**config.mk**
```make
export PLATFORM = sky130hd
export DESIGN_NAME = truth_table_learner
export DESIGN_NICKNAME = d
export VERILOG_FILES = /design/src/rtl/tt_pkg.sv /design/src/rtl/truth_table_learner_gate_classifier.sv /design/src/rtl/truth_table_learner.sv
export SDC_FILE = /design/constraint.sdc
export NUM_CORES = 1
export LEC_CHECK = 0
export BUFFER_PORTS_ARGS = -buffer_cell sky130_fd_sc_hd__buf_2
export CORE_ASPECT_RATIO = 1.4
export CORE_UTILIZATION = 52
export CTS_CLUSTER_SIZE = 40
export DETAILED_ROUTE_END_ITERATION = 7
export HOLD_SLACK_MARGIN = 0.15
export PLACE_DENSITY = 0.76
export SYNTH_ARGS = -nofsm -noshare
export SYNTH_HDL_FRONTEND = slang
export SYNTH_SLANG_ARGS = --single-unit
```
**constraint.sdc**
```tcl
create_clock -name CLK -period 2.05 [get_ports CLK]
set_input_delay 0.3075 -clock CLK [delete_from_list [all_inputs] [get_ports CLK]]
set_output_delay 0.3075 -clock CLK [all_outputs]
set_load 0.02 [all_outputs]
```
**src/rtl/tt_pkg.sv**
```systemverilog
// Shared state encodings, gate_id codes and 2-input reference truth tables
// for the truth table learner.
package tt_pkg;

  typedef enum logic [1:0] {
    ST_LEARN = 2'd0,
    ST_DONE  = 2'd1,
    ST_FAULT = 2'd2
  } state_t;

  localparam logic [2:0] GID_NONE  = 3'd0;
  localparam logic [2:0] GID_AND   = 3'd1;
  localparam logic [2:0] GID_OR    = 3'd2;
  localparam logic [2:0] GID_XOR   = 3'd3;
  localparam logic [2:0] GID_NAND  = 3'd4;
  localparam logic [2:0] GID_NOR   = 3'd5;
  localparam logic [2:0] GID_XNOR  = 3'd6;
  localparam logic [2:0] GID_OTHER = 3'd7;

  // Bit i of each table is the output for input {a,b} == i.
  localparam logic [3:0] TT_AND  = 4'b1000;
  localparam logic [3:0] TT_OR   = 4'b1110;
  localparam logic [3:0] TT_XOR  = 4'b0110;
  localparam logic [3:0] TT_NAND = 4'b0111;
  localparam logic [3:0] TT_NOR  = 4'b0001;
  localparam logic [3:0] TT_XNOR = 4'b1001;

  function automatic logic [2:0] classify(input logic [3:0] tbl);
    case (tbl)
      TT_AND:  classify = GID_AND;
      TT_OR:   classify = GID_OR;
      TT_XOR:  classify = GID_XOR;
      TT_NAND: classify = GID_NAND;
      TT_NOR:  classify = GID_NOR;
      TT_XNOR: classify = GID_XNOR;
      default: classify = GID_OTHER;
    endcase
  endfunction

endpackage

```
**src/rtl/truth_table_learner_gate_classifier.sv**
```systemverilog
// Maps a learned 2-input truth table to a gate_id; GID_NONE until the
// table is complete and consistent.
module gate_classifier
  import tt_pkg::*;
(
  input  logic [3:0] tbl,
  input  logic       vld,
  output logic [2:0] gate_id
);

  always_comb begin
    gate_id = GID_NONE;
    if (vld) gate_id = classify(tbl);
  end

endmodule

```
**src/rtl/truth_table_learner.sv**
```systemverilog
// Reconstructs a combinational gate's truth table from observed samples,
// flags conflicting responses and classifies 2-input gates.
module truth_table_learner
  import tt_pkg::*;
#(
  parameter int N_IN  = 2,
  parameter int CNT_W = 8
) (
  input  logic                 CLK,
  input  logic                 RST_X,
  input  logic                 clr,
  input  logic                 smp_valid,
  input  logic [N_IN-1:0]      smp_in,
  input  logic                 smp_out,
  output logic [2**N_IN-1:0]   table_o,
  output logic [2**N_IN-1:0]   seen_o,
  output logic [N_IN:0]        seen_cnt,
  output logic [CNT_W-1:0]     n_samples,
  output logic                 done,
  output logic                 fault,
  output logic [N_IN-1:0]      fault_idx,
  output logic [2:0]           gate_id
);

  localparam int          DEPTH   = 2**N_IN;
  localparam logic [N_IN:0] FULL  = DEPTH[N_IN:0];
  localparam logic [CNT_W-1:0] CNT_MAX = '1;

  state_t        state;
  logic [N_IN:0] cnt_inc;

  assign cnt_inc = seen_cnt + 1'b1;

  always_ff @(posedge CLK or negedge RST_X) begin
    if (!RST_X) begin
      state     <= ST_LEARN;
      table_o   <= '0;
      seen_o    <= '0;
      seen_cnt  <= '0;
      n_samples <= '0;
      done      <= 1'b0;
      fault     <= 1'b0;
      fault_idx <= '0;
    end else if (clr) begin
      // clr outranks a coincident sample, which is dropped entirely
      state     <= ST_LEARN;
      table_o   <= '0;
      seen_o    <= '0;
      seen_cnt  <= '0;
      n_samples <= '0;
      done      <= 1'b0;
      fault     <= 1'b0;
      fault_idx <= '0;
    end else if (smp_valid) begin
      if (n_samples != CNT_MAX) n_samples <= n_samples + 1'b1;
      if (state != ST_FAULT) begin
        if (!seen_o[smp_in]) begin
          table_o[smp_in] <= smp_out;
          seen_o[smp_in]  <= 1'b1;
          seen_cnt        <= cnt_inc;
          if (cnt_inc == FULL) begin
            state <= ST_DONE;
            done  <= 1'b1;
          end
        end else if (table_o[smp_in] != smp_out) begin
          // first value is kept; only the first conflicting index is recorded
          state     <= ST_FAULT;
          fault     <= 1'b1;
          fault_idx <= smp_in;
          done      <= 1'b0;
        end
      end
    end
  end

  generate
    if (N_IN == 2) begin : g_cls
      gate_classifier u_cls (
        .tbl     (table_o),
        .vld     (done),
        .gate_id (gate_id)
      );
    end else begin : g_nocls
      assign gate_id = GID_NONE;
    end
  endgenerate

endmodule
```
==> impl_metrics.ini, run 1 <==
[critical_path]
crit_chain = or3b_2 > a21oi_1 > nor2b_1 > buf_2
r2r_end = fault$_DFFE_PN0P_
worst_r2r_startpoint = table_o[1]$_DFFE_PN0P_
cp_slowest_cell = or3b_2
endpoint_kind = output port
crit_required_ns = 1.74
path_max_fanout = 8
reg2reg_setup_slack_ns = 0.31
cp-start-kind = flip-flop
crit_arrival_ns = 1.64
max_stage_delay_ns = 0.49
r2r_cells = 4
worst-setup-path-type = flip-flop to output port
worstSetupStartpoint = table_o[1]$_DFFE_PN0P_

[global_routing]
grt_usage_pct = 22.7
grt.overflow.total = 0
antenna_found_initial = 0
grt_max_degree = 29
grt_pass1_vias = 1084
grt_pass1_wl_mm = 4.84

[layout]
layout_commonest_cell = buf_2
syn_to_final_growth_pct = 18.1
fill_cells = 239
post-route-util_pct = 65.6
fin_cells = 201
drive_gt1_share_pct = 28.1
fin_area_um2 = 1590
fin_nets = 178
diodes = 0
final_cell_mix = buf_2, dfrtp_1, nor2_1, a21oi_1, mux2i_1

[floorplanning]
start_util_pct = 55.5
placement_rows = 21
ios = 33
core-area_um2 = 2420
die_w_um = 44.9
die_h_um = 62.1
die_area_um2 = 2790

[clock_network]
clk_pin_slew_ns = 0.13
cts_max_path_buffers = 2
numClockSinks = 24
cts_tree = done
cts_inserted_buffers = 3
htreeDepth = 1
insertion_delay_ns = 0.31
clk_root_buffer_cell = clkbuf_4

[placed_design]
dpl.cell_count = 196
hpwl_mm = 2.12
place_congestion = 0.758
post_dp_cell_area_um2 = 1540
io_buffers = 32
detailedPlace.worstSlack_ns = 0.283

[hold_path]
hold_start = smp_out
whs_path_depth = 3
holdPathEnd = table_o[2]$_DFFE_PN0P_
hp-class = primary input to flip-flop

[route]
vias = 1117
wirelength_mm = 2.88
drt_drc_violations_left = 0
drt_iter0_drc = 26
wl_per_cell_um = 14.3
drtPass1Iterations = 4
detail-route-antenna-nets = 0
via_per_inst = 5.56

[synthesis]
yosysTopAreaCellShare_pct = 44.7
syn_nets = 143
synth.area.top_cells = dfrtp_1, nor2_1, mux2i_1, a21oi_1, ha_1
synth_top_area_cell = dfrtp_1
avgSynthCellArea_um2 = 10.1
yosysSeqAreaShare_pct = 44.7
ys_ff_latch = 24
netlist_area_um2 = 1340
synth_cells = 133
yosysWarnings = 0
synthDistinctLibCells = 41

[sta]
rsz0062_at_grt = false
relSlewSlack_pct = 63.6
finClkSkew_ns = 0.00141
slew_viol_final = 0
final-setup-viol-count = 0
period_needed_ns = 1.95
hold_viol_final = 0
fin_ws_ns = 0.0976
finalSetupTns_ns = 0
fmax_mhz = 512
worstMarginPinSlew_ns = 0.545
hold_ws_ns = 0.329
period_share_pct = 95.2

[pwr]
powerDensity_nw_per_um2 = 586
p_leak_nw = 0.771
peakVddDrop_mv = 0.526
finalPower_mw = 0.929

[job]
cap_viol_max_count = 0

[status]
status = complete, no violations
synth_stat cells:
master and n:
dfrtp_1 24, o21ai_0 4, o21bai_1 1, nand2_1 6
a21oi_1 8, mux4_1 1, nor2b_1 2, a31o_2 1
or3_1 2, mux2i_1 8, ha_1 3, inv_1 3
xor2_1 3, and4_1 1, a31oi_1 1, nand4b_1 1
nor3_1 2, o211ai_1 1, nor2_1 22, xnor2_1 4
o2111a_1 1, o31ai_2 1, o31ai_1 2, or3b_2 1
nor4b_1 2, mux2_2 1, buf_2 2, or4_1 1
clkbuf_1 3, and2_1 1, nand2b_1 5, or2b_1 1
nor3b_4 1, nor4_1 2, mux4_2 1, or2_2 2
o311a_1 1, o2111ai_1 1, nand3_1 3, nand3b_1 2
and4bb_2 1
cells by family (layout without fill, tap and decap cells):
family          Yosys count  after routing  synth area share (%)
flops                    24             24                  44.7
mux                      11             11                  10.4
xor+xnor                  7              7                  4.57
fa+ha+maj                 3              3                  2.80
compound gates           22             22                  11.0
simple gates             58             58                  24.0
buf+inv                   8             42                  2.42
area by class of cell:
cell class	count	area [um^2]	area share [%]
Sequential cell	24	601	37.9
Clock buffer	4	36.3	2.29
Inverter	3	11.3	0.710
Timing Repair Buffer	35	185	11.7
Multi-Input combinational cell	101	709	44.8
Tap cell	34	42.5	2.68
where the power goes:
part           switching [mW]  internal (mW)  total [mW]  leakage (nW)
combinational          0.0984         0.0648       0.163         0.422
sequential             0.0251          0.494       0.519         0.329
clock                   0.138          0.108       0.246        0.0210
total                   0.261          0.667       0.929         0.771
layer usage:
layer	up-vias	GRT usage, %	share of wire (%)
met3	6	1.74	3.5
met2	33	39.3	52
met5	-	0	0
li1	544	-	-
met1	534	29.0	42
met4	0	6.82	1.6
critical path, delay by kind of cell, from the launching register on:
kind | cells | cell delay [ns]
buffers and inverters | 1 | 0.15
AOI/OAI and AO/OA | 1 | 0.16
and+or+nand+nor | 2 | 0.55
DFF | 1 | 0.48
timing repair:
item / CTS / global route
resized for setup: 0 / 0
hold endpoints to repair: 24 / 0
buffers inserted: 0 / 0
hold buffers: 1 / 0
registers in the layout, indices dropped and copies added, names as in the netlist:
register,cells
n_samples,8
seen_o,4
table_o,4
seen_cnt,3
fault_idx,2
state,2
fault,1
how the worst max path moves through the flow:
stage                              to  cells past startpoint
finish                     gate_id[2]                      4
detailed placement  fault$_DFFE_PN0P_                      5
floorplan           fault$_DFFE_PN0P_                      4
global placement    fault$_DFFE_PN0P_                      5
global route               gate_id[2]                      4
CTS                        gate_id[2]                      4
Note: power is estimated with default switching activity, not from simulation.
==> run 2: changes to the inputs <==
--- a/config.mk
+++ b/config.mk
@@ -5,13 +5,15 @@
 export SDC_FILE = /design/constraint.sdc
 export NUM_CORES = 1
 export LEC_CHECK = 0
+export ABC_AREA = 1
 export BUFFER_PORTS_ARGS = -buffer_cell sky130_fd_sc_hd__buf_2
 export CORE_ASPECT_RATIO = 1.4
-export CORE_UTILIZATION = 52
+export CORE_UTILIZATION = 54
 export CTS_CLUSTER_SIZE = 40
 export DETAILED_ROUTE_END_ITERATION = 7
-export HOLD_SLACK_MARGIN = 0.15
-export PLACE_DENSITY = 0.76
+export HOLD_SLACK_MARGIN = 0.1
+export PLACE_DENSITY = 0.77
 export SYNTH_ARGS = -nofsm -noshare
 export SYNTH_HDL_FRONTEND = slang
 export SYNTH_SLANG_ARGS = --single-unit
+export TNS_END_PERCENT = 1
==> impl_metrics.ini, run 2 <==
[sta]
period_share_pct = 88.4
finalSetupTns_ns = 0
rsz0062_at_grt = false
fmax_mhz = 552
fin_ws_ns = 0.237
worstMarginPinSlew_ns = 0.555
final-setup-viol-count = 0
relSlewSlack_pct = 63.0
finClkSkew_ns = 0.0218
slew_viol_final = 0
hold_viol_final = 0
period_needed_ns = 1.81

[synthesis]
synth_edf_count = 0
yosysTopAreaCellShare_pct = 37.9
synth_top_area_cell = dfrtp_1
synthArstFlopShare_pct = 100
ys_ff_latch = 24
synthDistinctLibCells = 30
synth_cells = 216
yosysSeqAreaShare_pct = 37.9
syn_nets = 226
synth.area.top_cells = dfrtp_1, nand2_1, nand3_1, inv_1, nand3_2
synth_top_flop_cell = dfrtp_1
yosysWarnings = 0
avgSynthCellArea_um2 = 7.33
synth_common_cells = nand2_1, dfrtp_1, inv_1, nand3_1, o21ai_0
yosysMostFrequentCell = nand2_1
netlist_area_um2 = 1580

[layout]
fin_nets = 258
final_cell_mix = nand2_1, buf_2, dfrtp_1, inv_1, nand3_1
diodes = 0
syn_to_final_growth_pct = 13.6
largest_register = n_samples
final-seq-area_um2 = 601
drive_gt1_share_pct = 24.3
largest_reg_flops = 8
multi_input_area_um2 = 835
layout_commonest_cell = nand2_1
fill_cells = 268
biggestRegsByFlops = n_samples: 8 flops, seen_o: 4 flops, table_o: 4 flops

[status]
status = complete, no violations

[critical_path]
path_max_fanout = 5
cp-start-kind = flip-flop
crit_arrival_ns = 1.51
crit_required_ns = 1.74
worst_r2r_startpoint = n_samples[0]$_DFFE_PN0P_
endpoint_kind = output port
worst-setup-path-type = flip-flop to output port
worstSetupStartpoint = table_o[0]$_DFFE_PN0P_
reg2reg_setup_slack_ns = 0.41

[floorplanning]
placement_rows = 22
die_w_um = 47.8
die_area_um2 = 3150
die_h_um = 66.1
start_util_pct = 58.7
ios = 33
core-area_um2 = 2700

[clock_network]
clk_pin_slew_ns = 0.15
cts_inserted_buffers = 3
cts_max_path_buffers = 2
clk_root_buffer_cell = clkbuf_4
htreeDepth = 1
insertion_delay_ns = 0.33
cts_tree = done
numClockSinks = 24

[pwr]
p_leak_nw = 0.975
powerDensity_nw_per_um2 = 868
finalPower_mw = 1.56
peakVddDrop_mv = 0.460

[route]
drt_drc_violations_left = 0
wl_per_cell_um = 12.1
wirelength_mm = 3.41
vias = 1461
via_per_inst = 5.16
detail-route-antenna-nets = 0
drtPass1Iterations = 4
drt_iter0_drc = 37

[global_routing]
top_usage_layer = met2
met3_usage_pct = 3.83
grt_max_degree = 25
antenna_found_initial = 0
grt.overflow.total = 0
met1_usage_pct = 31.6
grt_usage_pct = 24.5
grt_pass1_vias = 1256
grt_pass1_wl_mm = 5.55
grt_use_met2_pct = 40.9

[placed_design]
hpwl_mm = 2.46
detailedPlace.worstSlack_ns = 0.440
io_buffers = 32
place_congestion = 0.781

[job]
cap_viol_max_count = 0

[hold_path]
hold_start = smp_valid
hp-class = primary input to flip-flop
==> run 2: cell families after synthesis <==
group | synth area share, %
AND/OR/NAND/NOR | 39.8
buffers and inverters | 9.64
AO/OA/AOI/OAI | 9.72
flip-flops | 37.9
adder cells (fa/ha/maj) | 2.37
XOR/XNOR | 0.553
==> run 2: per-stage QoR <==
stage               instance area (um^2)  utilization [%]  hold slack (ns)  std cells
global placement                    1730             64.1            0.325        278
finish                              1800             66.7            0.387        283
detailed placement                  1730             64.1            0.328        278
global route                        1800             66.7            0.413        283
floorplan                           1580                -           0.0119        216
CTS                                 1790             66.5            0.394        283
==> run 2: final timing paths <==
path | end | cells past startpoint
max in group asynchronous | table_o[1]$_DFFE_PN0P_ | 2
worst max register to register | n_samples[7]$_DFFE_PN0P_ | 6
worst min-delay path | n_samples[6]$_DFFE_PN0P_ | 4
worst min register to register | fault_idx[0]$_DFFE_PN0P_ | 2
worst max-delay path | gate_id[0] | 6
min in group asynchronous | table_o[2]$_DFFE_PN0P_ | 2
==> run 2: layer usage <==
layer | vias up | share of wire [%]
li1 | 756 | -
met1 | 659 | 45
met2 | 42 | 50
met3 | 4 | 3.7
met4 | 0 | 1.0
met5 | - | 0
==> run 2: cell type report <==
class	count	area share (%)
well taps	36	2.51
flip-flops and latches	24	33.4
inverters	24	5.29
clock inverters	1	1.67
multi-input cells	162	46.4
repair buffers	33	9.46
clock buffers	3	1.25
==> run 2: critical path, cell delays in order, from the launching register on <==
cell and delay [ns]:
dfrtp_1 0.44, inv_1 0.12, nand3_1 0.12, inv_1 0.09, o21ai_0 0.09, a31oi_1 0.15, buf_2 0.18
==> run 2: power by group <==
part | switching, mW | internal, mW | leakage, nW
registers | 0.0805 | 0.554 | 0.321
logic | 0.389 | 0.189 | 0.627
clock network | 0.150 | 0.198 | 0.0279
==> run 2: repair_timing <==
item                                    in CTS  in global routing
resized for setup                            0                  1
hold buffers                                 1                  0
endpoints found under the setup margin       0                  1
setup buffers                                0                  0
endpoints found under the hold margin       24                  0
